`config.mk`:
```
export PLATFORM = sky130hd
export DESIGN_NAME = product_accumulator
export DESIGN_NICKNAME = d
export VERILOG_FILES = /design/src/rtl/product_accumulator_pkg.sv /design/src/rtl/product_accumulator_acc_sat_adder.sv /design/src/rtl/product_accumulator.sv
export SDC_FILE = /design/constraint.sdc
export NUM_CORES = 1
export LEC_CHECK = 0
export ABC_AREA = 0
export BUFFER_PORTS_ARGS = -buffer_cell sky130_fd_sc_hd__clkbuf_2
export CAP_MARGIN = 20
export CORE_MARGIN = 2
export CORE_UTILIZATION = 56
export CTS_CLUSTER_SIZE = 16
export DETAILED_ROUTE_END_ITERATION = 12
export PLACE_DENSITY = 0.79
export SLEW_MARGIN = 20
export SYNTH_ARGS = -nofsm -noshare
export SYNTH_HDL_FRONTEND = slang
export SYNTH_SLANG_ARGS = --single-unit
```
`constraint.sdc`:
```
create_clock -name clk -period 2.8 [get_ports clk]
set_clock_uncertainty 0.15 [all_clocks]
set_input_delay 0.42 -clock clk [delete_from_list [all_inputs] [get_ports clk]]
set_output_delay 0.42 -clock clk [all_outputs]
set_load 0.01 [all_outputs]
```
`src/rtl/product_accumulator_pkg.sv`:
```
// Shared widths and state encoding for the product accumulator.
// Saturating arithmetic is selected with PRODUCT_ACC_SAT_EN.
package product_accumulator_pkg;
    localparam int PROD_W = 12;
    localparam int CNT_W  = 8;

    typedef enum logic {
        ACC  = 1'b0,
        HOLD = 1'b1
    } state_t;
endpackage

```
`src/rtl/product_accumulator_acc_sat_adder.sv`:
```
// Accumulator adder: ACC_W-bit running sum plus one product.
// With PRODUCT_ACC_SAT_EN it clamps to all-ones and reports the carry, otherwise it wraps.
module acc_sat_adder
    import product_accumulator_pkg::*;
#(
    parameter int ACC_W = 16
) (
    input  logic [ACC_W-1:0]  acc,
    input  logic [PROD_W-1:0] addend,
`ifdef PRODUCT_ACC_SAT_EN
    output logic              ovf,
`endif
    output logic [ACC_W-1:0]  sum
);

`ifdef PRODUCT_ACC_SAT_EN
    logic [ACC_W:0] sum_full;

    assign sum_full = {1'b0, acc} + {{(ACC_W + 1 - PROD_W){1'b0}}, addend};
    assign ovf      = sum_full[ACC_W];
    assign sum      = ovf ? {ACC_W{1'b1}} : sum_full[ACC_W-1:0];
`else
    assign sum = acc + {{(ACC_W - PROD_W){1'b0}}, addend};
`endif

endmodule

```
`src/rtl/product_accumulator.sv`:
```
// Groups up to N_TERMS products into one ACC_W-bit sum behind valid/ready ports.
// Define PRODUCT_ACC_SAT_EN for saturating sums with a sticky overflow flag on out_ovf.
module product_accumulator
    import product_accumulator_pkg::*;
#(
    parameter int N_TERMS = 4,
    parameter int ACC_W   = 16
) (
    input  logic              clk,
    input  logic              rst_n,
    input  logic              in_valid,
    output logic              in_ready,
    input  logic [PROD_W-1:0] in_data,
    input  logic              in_last,
    output logic              out_valid,
    input  logic              out_ready,
    output logic [ACC_W-1:0]  out_data,
    output logic [CNT_W-1:0]  out_count,
    output logic              out_ovf
);

    localparam logic [CNT_W-1:0] LAST_CNT = CNT_W'(N_TERMS - 1);

    state_t            state_q, state_d;
    logic [ACC_W-1:0]  acc_q, acc_d;
    logic [CNT_W-1:0]  cnt_q, cnt_d;
    logic              in_ready_q, in_ready_d;
    logic              out_valid_q, out_valid_d;
    logic [ACC_W-1:0]  out_data_q, out_data_d;
    logic [CNT_W-1:0]  out_count_q, out_count_d;
    logic [ACC_W-1:0]  sum;
    logic              accept;
    logic              closing;

`ifdef PRODUCT_ACC_SAT_EN
    logic add_ovf;
    logic grp_ovf;
    logic ovf_q, ovf_d;
    logic out_ovf_q, out_ovf_d;
`endif

    acc_sat_adder #(
        .ACC_W (ACC_W)
    ) u_adder (
        .acc    (acc_q),
        .addend (in_data),
`ifdef PRODUCT_ACC_SAT_EN
        .ovf    (add_ovf),
`endif
        .sum    (sum)
    );

    // in_ready is a registered copy of the state, so accepting never depends on out_ready
    assign accept  = in_valid && in_ready_q;
    assign closing = (cnt_q == LAST_CNT) || in_last;

`ifdef PRODUCT_ACC_SAT_EN
    assign grp_ovf = ovf_q | add_ovf;
`endif

    always_comb begin
        state_d     = state_q;
        acc_d       = acc_q;
        cnt_d       = cnt_q;
        out_data_d  = out_data_q;
        out_count_d = out_count_q;
`ifdef PRODUCT_ACC_SAT_EN
        ovf_d       = ovf_q;
        out_ovf_d   = out_ovf_q;
`endif
        case (state_q)
            ACC: begin
                if (accept) begin
                    if (closing) begin
                        out_data_d  = sum;
                        out_count_d = cnt_q + CNT_W'(1);
                        acc_d       = '0;
                        cnt_d       = '0;
                        state_d     = HOLD;
`ifdef PRODUCT_ACC_SAT_EN
                        out_ovf_d   = grp_ovf;
                        ovf_d       = 1'b0;
`endif
                    end else begin
                        acc_d = sum;
                        cnt_d = cnt_q + CNT_W'(1);
`ifdef PRODUCT_ACC_SAT_EN
                        ovf_d = grp_ovf;
`endif
                    end
                end
            end
            HOLD: begin
                if (out_ready) begin
                    state_d = ACC;
                end
            end
        endcase
        in_ready_d  = (state_d == ACC);
        out_valid_d = (state_d == HOLD);
    end

    always_ff @(posedge clk) begin
        if (!rst_n) begin
            state_q     <= ACC;
            acc_q       <= '0;
            cnt_q       <= '0;
            in_ready_q  <= 1'b0;
            out_valid_q <= 1'b0;
            out_data_q  <= '0;
            out_count_q <= '0;
`ifdef PRODUCT_ACC_SAT_EN
            ovf_q       <= 1'b0;
            out_ovf_q   <= 1'b0;
`endif
        end else begin
            state_q     <= state_d;
            acc_q       <= acc_d;
            cnt_q       <= cnt_d;
            in_ready_q  <= in_ready_d;
            out_valid_q <= out_valid_d;
            out_data_q  <= out_data_d;
            out_count_q <= out_count_d;
`ifdef PRODUCT_ACC_SAT_EN
            ovf_q       <= ovf_d;
            out_ovf_q   <= out_ovf_d;
`endif
        end
    end

    assign in_ready  = in_ready_q;
    assign out_valid = out_valid_q;
    assign out_data  = out_data_q;
    assign out_count = out_count_q;
`ifdef PRODUCT_ACC_SAT_EN
    assign out_ovf   = out_ovf_q;
`else
    assign out_ovf   = 1'b0;
`endif

endmodule

```
==> reports/qor_table.md, run 1 <==
| Quantity | Reported |
|---|---|
| Commonest cells after routing, fill and taps aside | dfxtp_1 (50), clkbuf_2 (42), nor2_1 (41) |
| Proportion of register bits with asynchronous set or reset after synthesis | 0% |
| Sequential Area | 1001 sq um |
| Die ar. | 5429 sq um |
| Tcrit/Tclk final | 83.32% |
| Dominant cell type by area after synthesis | dfxtp_1 |
| WP data arrival | 2.38 ns |
| TritonCTS buffer count | 5 |
| WL final | 6176 um |
| Normalized max-slew margin | 63.12% |
| Vias per inst | 5.808 |
| Number of detailed-routing iterations run before antenna repair | 4 |
| Cell Pwr Density | 471.3 nW/um^2 |
| Placer Congestion | 0.8681 |
| Count of nets left with antenna violations after detail routing | 0 |
| Setup repair bufs after CTS | 0 |
| Mean routed wirelength per cell | 15.17 um |
| Largest net degree at the start of global routing | 35 |
| Setup violators final | 0 |
| Synth Flop Type | dfxtp_1 |
| Clock H-tree levels | 2 |
| Synth warnings | 0 |
| Placed wire-length estimate after detailed placement | 4497 um |
| Vias in the first global route | 2176 |
| Peak Freq | 428.6 MHz |
| Portion of the post-synthesis area used by sequential elements | 36.82% |
| Nature of the critical path startpoint | flip-flop |
| GRT Resource Usage Total | 24.56% |
| Die height | 73.68 um |
| Classification of the worst setup path | reg -> reg |
| Total Neg Setup Slack | 0 ns |
| Post-Syn Instances | 319 |
| TritonCTS clock tree | done |
| Cell Area, Synth | 2719 sq um |
| Number of buffer cells added on primary ports | 42 |
| Number of fill cells | 426 |
| Class of the tightest hold or removal check | in -> reg |
| Maximum vdd ir drop | 0.3281 mV |
| Remaining Overflow, GRT | 0 |
| Cells taking the most area after synthesis | dfxtp_1 (37%), ha_1 (6.0%), nor2_1 (5.7%) |
| Area of combinational cells with multiple inputs | 1612 sq um |
| Unrepaired setup endpoints after global routing | false |
| Number of max-slew violations in the final report | 0 |
| Max Fanout on Critical Path | 3 |
| Insertion delay to the later sink of the worst-skew pair | 0.31 ns |
| Worst-case hold slack | 0.2371 ns |
| Global-route wire length before repair | 10380 um |
| Actual slew at the worst max-slew pin | 0.5519 ns |
| I/O Pins | 44 |
| Total number of vias | 2364 |
| # Max-Cap Violations | 0 |
| Mean post-synth cell area | 8.523 sq um |
| Number of hold violations in the final report | 0 |
| Area of the placeable core | 4692 sq um |
| Horizontal extent of the die | 73.68 um |
| Static power due to leakage | 0.001187 uW |
| Clock transition at path regs | 0.09 ns |
| Synthesized netlist net count | 350 |
| Fraction of post-synthesis cell area in the top cell type by area | 36.82% |
| Area added between synthesis and finish | 11.32% |
| Number of standard-cell rows in the floorplan | 25 |
| Result of the run | completed |
| Distinct cells, synth | 51 |
| Total of cells resized after clock tree synthesis | 0 |
| Post-Place Worst Slack | 0.2750 ns |
| Number of flip-flops and latches in the synthesized netlist | 50 |
| Min Tclk post-route | 2.333 ns |
| Post-synth EDFFs | 0 |
| Most frequent standard cell in the layout excluding fill and tap cells | dfxtp_1 |
| Buffers from clock root to sink, at most | 2 |
| Antenna diode count | 0 |
| Count of unresolved DRC violations after routing | 0 |
| Endpoint kind of the worst setup timing path | flip-flop |
| Post-layout worst setup margin | 0.4671 ns |
| Share of cells above drive strength 1 | 21.25% |
| Critical path required time | 2.85 ns |
| Hold-fix buffer count after cts | 0 |
| Starting DRC count in detailed routing | 161 |
| Initial core utilization | 57.95% |
| Clk sinks | 50 |
| Number of antenna violations at the first check in global routing | 0 |
| Final #Nets | 383 |
| Buffer type at the clock tree root | clkbuf_8 |
area by class of cell:
| type | count | area share, % |
|---|---|---|
| Inverter | 2 | 0.2480 |
| Clock buffer | 6 | 2.728 |
| Clock inverter | 2 | 0.5374 |
| Tap cell | 54 | 2.232 |
| Multi-Input combinational cell | 247 | 53.25 |
| Timing Repair Buffer | 46 | 7.937 |
| Sequential cell | 50 | 33.07 |
metrics by stage:
stage	instances	utilization, %	area (sq um)	total power, uW
after floorplan	319	-	2719	920.5
after global placement	399	62.40	2928	975.4
after detailed placement	399	62.40	2928	980.7
after CTS	407	64.51	3027	1434
after global routing	407	64.51	3027	1490
final	407	64.51	3027	1426
worst paths after layout:
kind | startpoint | endpoint | slack, ns | depth (start not counted)
hold / removal | out_ready | in_ready | 0.24 | 3
hold reg to reg | out_data[4] | out_data[4] | 0.31 | 2
setup reg to reg | acc_q[0] | acc_q[10] | 0.47 | 8
setup / recovery | acc_q[0] | acc_q[10] | 0.47 | 8
registers in the layout, summed over array words and instances (netlist names):
name	flops
out_data	16
cnt_q	8
acc_q	16
out_valid	1
out_count	8
in_ready	1
logic make-up (layout without fill, tap and decap cells):
group,Yosys count,in the layout,share of synthesized area [%]
and+or+nand+nor,125,125,21.58
xor gates and xnor gates,18,18,5.798
adders and majority gates,14,14,6.719
buffers and inverters,22,56,3.911
AOI/OAI and AO/OA,89,89,25.03
other,1,1,0.1379
DFF,50,50,36.82
cells in the mapped netlist (2+ instances only):
master	number
o21ai_1	5
xor2_1	7
nor2_1	41
o21a_1	2
buf_4	2
a21o_1	5
a22oi_1	8
buf_2	7
xnor2_1	11
dfxtp_1	50
nand2_1	33
or3_1	2
clkbuf_1	10
nand3_1	18
a21oi_2	3
and2_1	4
o21ai_0	13
nor2b_1	2
a31o_2	2
nand4_1	6
o31ai_1	2
a31oi_1	2
a211oi_1	9
a211oi_2	2
a2111oi_4	3
ha_1	13
a21oi_1	22
and3_1	4
nor3_1	7
nor3_2	2
o311ai_1	2
worst max-delay path: stages (launching register included):
cell	delay (ns)
dfxtp_1	0.32
ha_1	0.22
fa_1	0.44
a211oi_1	0.33
o21bai_1	0.13
a21oi_1	0.22
o21ai_0	0.14
xnor2_1	0.18
o21ai_0	0.09
report_power, final:
part | switching (uW) | internal [uW]
sequential | 12.5 | 732
combinational | 137 | 82.3
clock | 259 | 204
total | 408 | 1020
metal layers:
layer	track usage (%)	part of all wire [%]
met5	0	0
met3	4.801	4.6
met1	33.90	49
met2	38.79	45
met4	7.273	1.5
Power figures use the tool's default switching activity.
==> inputs of run 2 (changes only) <==
--- a/config.mk
+++ b/config.mk
@@ -5,7 +5,7 @@
 export SDC_FILE = /design/constraint.sdc
 export NUM_CORES = 1
 export LEC_CHECK = 0
-export ABC_AREA = 0
+export ABC_AREA = 1
 export BUFFER_PORTS_ARGS = -buffer_cell sky130_fd_sc_hd__clkbuf_2
 export CAP_MARGIN = 20
 export CORE_MARGIN = 2
==> constraint.sdc (replaced) <==
create_clock -name clk -period 2.2 [get_ports clk]
set_clock_uncertainty 0.15 [all_clocks]
set_input_delay 0.33 -clock clk [delete_from_list [all_inputs] [get_ports clk]]
set_output_delay 0.33 -clock clk [all_outputs]
set_load 0.01 [all_outputs]
==> run 2 against run 1 <==
Effect of this change: worst hold slack worse by 0.089 ns; non-clock buffer count up 2; final cell count up 29%; utilization up 2.1 points; combinational power up 26%; global-route usage up 0.31 points; clock-buffer cell count down 1; die area up 1.4%; largest power group unchanged; total power up 34%; clock power up 47%; sequential share of layout area down 1.2 points; sequential power up 29%.
==> reports/qor_table.md, run 2 <==
| Quantity | Reported | vs previous |
|---|---|---|
| Result of the run | completed |  |
| Critical path required time | 2.29 ns | -0.56 ns |
| Clock transition at path regs | 0.10 ns | about the same |
| Insertion delay to the later sink of the worst-skew pair | 0.31 ns | about the same |
| Static power due to leakage | 0.001587 uW | +34% |
| Tcrit/Tclk final | 92.87% | +9.6 points |
| WL final | 6503 um | +5.3% |
| Number of fill cells | 428 | +0.47% |
| GRT Resource Usage Total | 24.87% | +0.31 points |
| Most common cell in the synthesized netlist | nand2_1 |  |
| Min Tclk post-route | 2.043 ns | -0.2897 ns |
| Proportion of register bits with asynchronous set or reset after synthesis | 0% | unchanged |
| I/O Pins | 44 | unchanged |
| Total Neg Setup Slack | 0 ns | unchanged |
| Placer Congestion | 0.9911 | +14% |
| Post-synth EDFFs | 0 | unchanged |
| Clk sinks | 50 | unchanged |
| Number of antenna violations at the first check in global routing | 0 | unchanged |
| Horizontal extent of the die | 74.19 um | +0.69% |
| Vias per inst | 5.006 | -14% |
| Share of cells above drive strength 1 | 14.16% | -7.1 points |
| Most frequent standard cell in the layout excluding fill and tap cells | nand2_1 |  |
| Die ar. | 5504 sq um | +1.4% |
| Leading post-synthesis cells by instance count | nand2_1 (130), nor2_1 (64), dfxtp_1 (50) |  |
| Nature of the critical path startpoint | flip-flop |  |
| Number of detailed-routing iterations run before antenna repair | 4 | unchanged |
| Number of max-slew violations in the final report | 0 | unchanged |
| # Max-Cap Violations | 0 | unchanged |
| Area of the placeable core | 4723 sq um | +0.67% |
| Placed wire-length estimate after detailed placement | 4686 um | +4.2% |
| Class of the tightest hold or removal check | in -> reg |  |
| Count of nets left with antenna violations after detail routing | 0 | unchanged |
| Portion of the post-synthesis area used by sequential elements | 36.28% | -0.53 points |
| Post-Syn Instances | 416 | +30% |
| Setup violators final | 0 | unchanged |
| Setup repair bufs after CTS | 0 | unchanged |
| Final instance area | 3146 sq um | +3.9% |
| Clock H-tree levels | 2 | unchanged |
| Antenna diode count | 0 | unchanged |
| TritonCTS clock tree | done |  |
| Commonest cells after routing, fill and taps aside | nand2_1 (130), nor2_1 (64), dfxtp_1 (50) |  |
| Number of hold violations in the final report | 0 | unchanged |
| Mean routed wirelength per cell | 12.36 um | -19% |
| Dominant cell type by area after synthesis | dfxtp_1 |  |
| Remaining Overflow, GRT | 0 | unchanged |
| Number of buffer cells added on primary ports | 42 | unchanged |
| Endpoint kind of the worst setup timing path | flip-flop |  |
| Initial core utilization | 58.41% | +0.46 points |
| Worst-case hold slack | 0.1485 ns | -0.08862 ns |
| Distinct cells, synth | 30 | -41% |
| Final #Nets | 489 | +28% |
| Classification of the worst setup path | reg -> reg |  |
| Number of flip-flops and latches in the synthesized netlist | 50 | unchanged |
| Hold-fix buffer count after cts | 0 | unchanged |
| Synthesized netlist net count | 447 | +28% |
| Cell Pwr Density | 608.8 nW/um^2 | +29% |
| Unrepaired setup endpoints after global routing | false |  |
| Total of cells resized after clock tree synthesis | 0 | unchanged |
| Mean post-synth cell area | 6.632 sq um | -22% |
| Buffer type at the clock tree root | clkbuf_8 |  |
| WP data arrival | 2.14 ns | -0.24 ns |
| Max Fanout on Critical Path | 3 | unchanged |
| Total chip power | 1915 uW | +34% |
| Area added between synthesis and finish | 14.01% |  |
| Cell Area, Synth | 2759 sq um | +1.5% |
| Peak Freq | 489.4 MHz | +14% |
| TritonCTS buffer count | 5 | unchanged |
| Cells taking the most area after synthesis | dfxtp_1 (36%), nand2_1 (18%), nor2_1 (8.7%) |  |
| Placed Area | 3028 sq um | +3.4% |
| Fraction of post-synthesis cell area in the top cell type by area | 36.28% | -0.53 points |
| Count of unresolved DRC violations after routing | 0 | unchanged |
| Die height | 74.19 um | +0.69% |
| Maximum vdd ir drop | 0.4783 mV | +46% |
| Synth warnings | 0 | unchanged |
| Number of standard-cell rows in the floorplan | 25 | unchanged |
| Largest net degree at the start of global routing | 19 | -46% |
| Global-route wire length before repair | 10690 um | +2.9% |
| Utilization after layout | 66.60% | +2.1 points |
| Vias in the first global route | 2455 | +13% |
| Total number of vias | 2633 | +11% |
| Synth Flop Type | dfxtp_1 |  |
| Starting DRC count in detailed routing | 161 | unchanged |
| Buffers from clock root to sink, at most | 2 | unchanged |
## run 2: changes by cell type after synthesis, sizes merged, moves of 4 or more
| cell | before | now |
|---|---|---|
| nand2 | 33 | 130 |
| inv | 1 | 46 |
| nor2 | 42 | 65 |
| a211oi | 11 | 1 |
| a22oi | 9 | 1 |
| xnor2 | 11 | 3 |
| a21oi | 25 | 31 |
| a21o | 5 | 0 |
| nand4 | 6 | 1 |
| nor3 | 9 | 4 |
| a2111oi | 4 | 0 |
| and3 | 4 | 0 |
| clkbuf | 10 | 6 |
| nand3 | 18 | 22 |
## run 2: layer usage
metal | part of all wire, % | up-vias | track usage, % | wire [um]
met1 | 44 | 1153 | 29.84 | 2842
met2 | 49 | 78 | 44.05 | 3179
li1 | - | 1389 | - | -
met5 | 0 | - | 0 | 0
met3 | 5.8 | 13 | 5.691 | 379
met4 | 1.6 | 0 | 7.879 | 102
## run 2: worst max-delay path, stage by stage, from the launching register on
cell	delay, ns
dfxtp_1	0.33
ha_1	0.20
fa_1	0.40
nand2_1	0.09
nand2_1	0.06
and2_1	0.17
nand2_1	0.07
nand2_1	0.07
xor2_1	0.23
nand2_1	0.09
a21oi_1	0.12
## run 2: worst paths after layout
path,end,cells past startpoint,start,slack (ns)
worst min register to register,acc_q[4],2,acc_q[4],0.32
worst min-delay path,out_valid,4,out_ready,0.15
worst max-delay path,acc_q[8],10,acc_q[0],0.16
worst max register to register,acc_q[8],10,acc_q[0],0.16
## run 2: report_power, final
group / leakage, uW / switching (uW) / internal, uW / total, uW
clock: 0.0000563 / 334 / 347 / 681
sequential: 0.000406 / 20.2 / 939 / 959
combinational: 0.00112 / 175 / 101 / 275
## run 2: area by class of cell
type                            instances  area [sq um]  share of cell area, %
Inverter                               47         176.4                  5.609
Sequential cell                        50          1001                  31.82
Clock inverter                          3         48.80                  1.551
Clock buffer                            5         68.82                  2.188
Timing Repair Buffer                   48         267.8                  8.512
Tap cell                               67         83.83                  2.665
Multi-Input combinational cell        306          1499                  47.65
## run 2: kinds of logic after synthesis
family | after synthesis | share of synthesized area [%]
AO/OA/AOI/OAI | 51 | 10.02
adder cells (fa/ha/maj) | 14 | 6.621
buffers and inverters | 60 | 9.387
other | 1 | 0.1359
XOR/XNOR | 12 | 3.810
flip-flops | 50 | 36.28
AND/OR/NAND/NOR | 228 | 33.74
## run 2: per-stage QoR
| step | instances | worst slack, ns |
|---|---|---|
| 3_5_place_dp | 518 | 0.08652 |
| 4_1_cts | 526 | 0.1665 |
| 5_1_grt | 526 | 0.01159 |
| 2_1_floorplan | 416 | 0.3112 |
| 3_3_place_gp | 518 | 0.1328 |
| 6_report | 526 | 0.1568 |
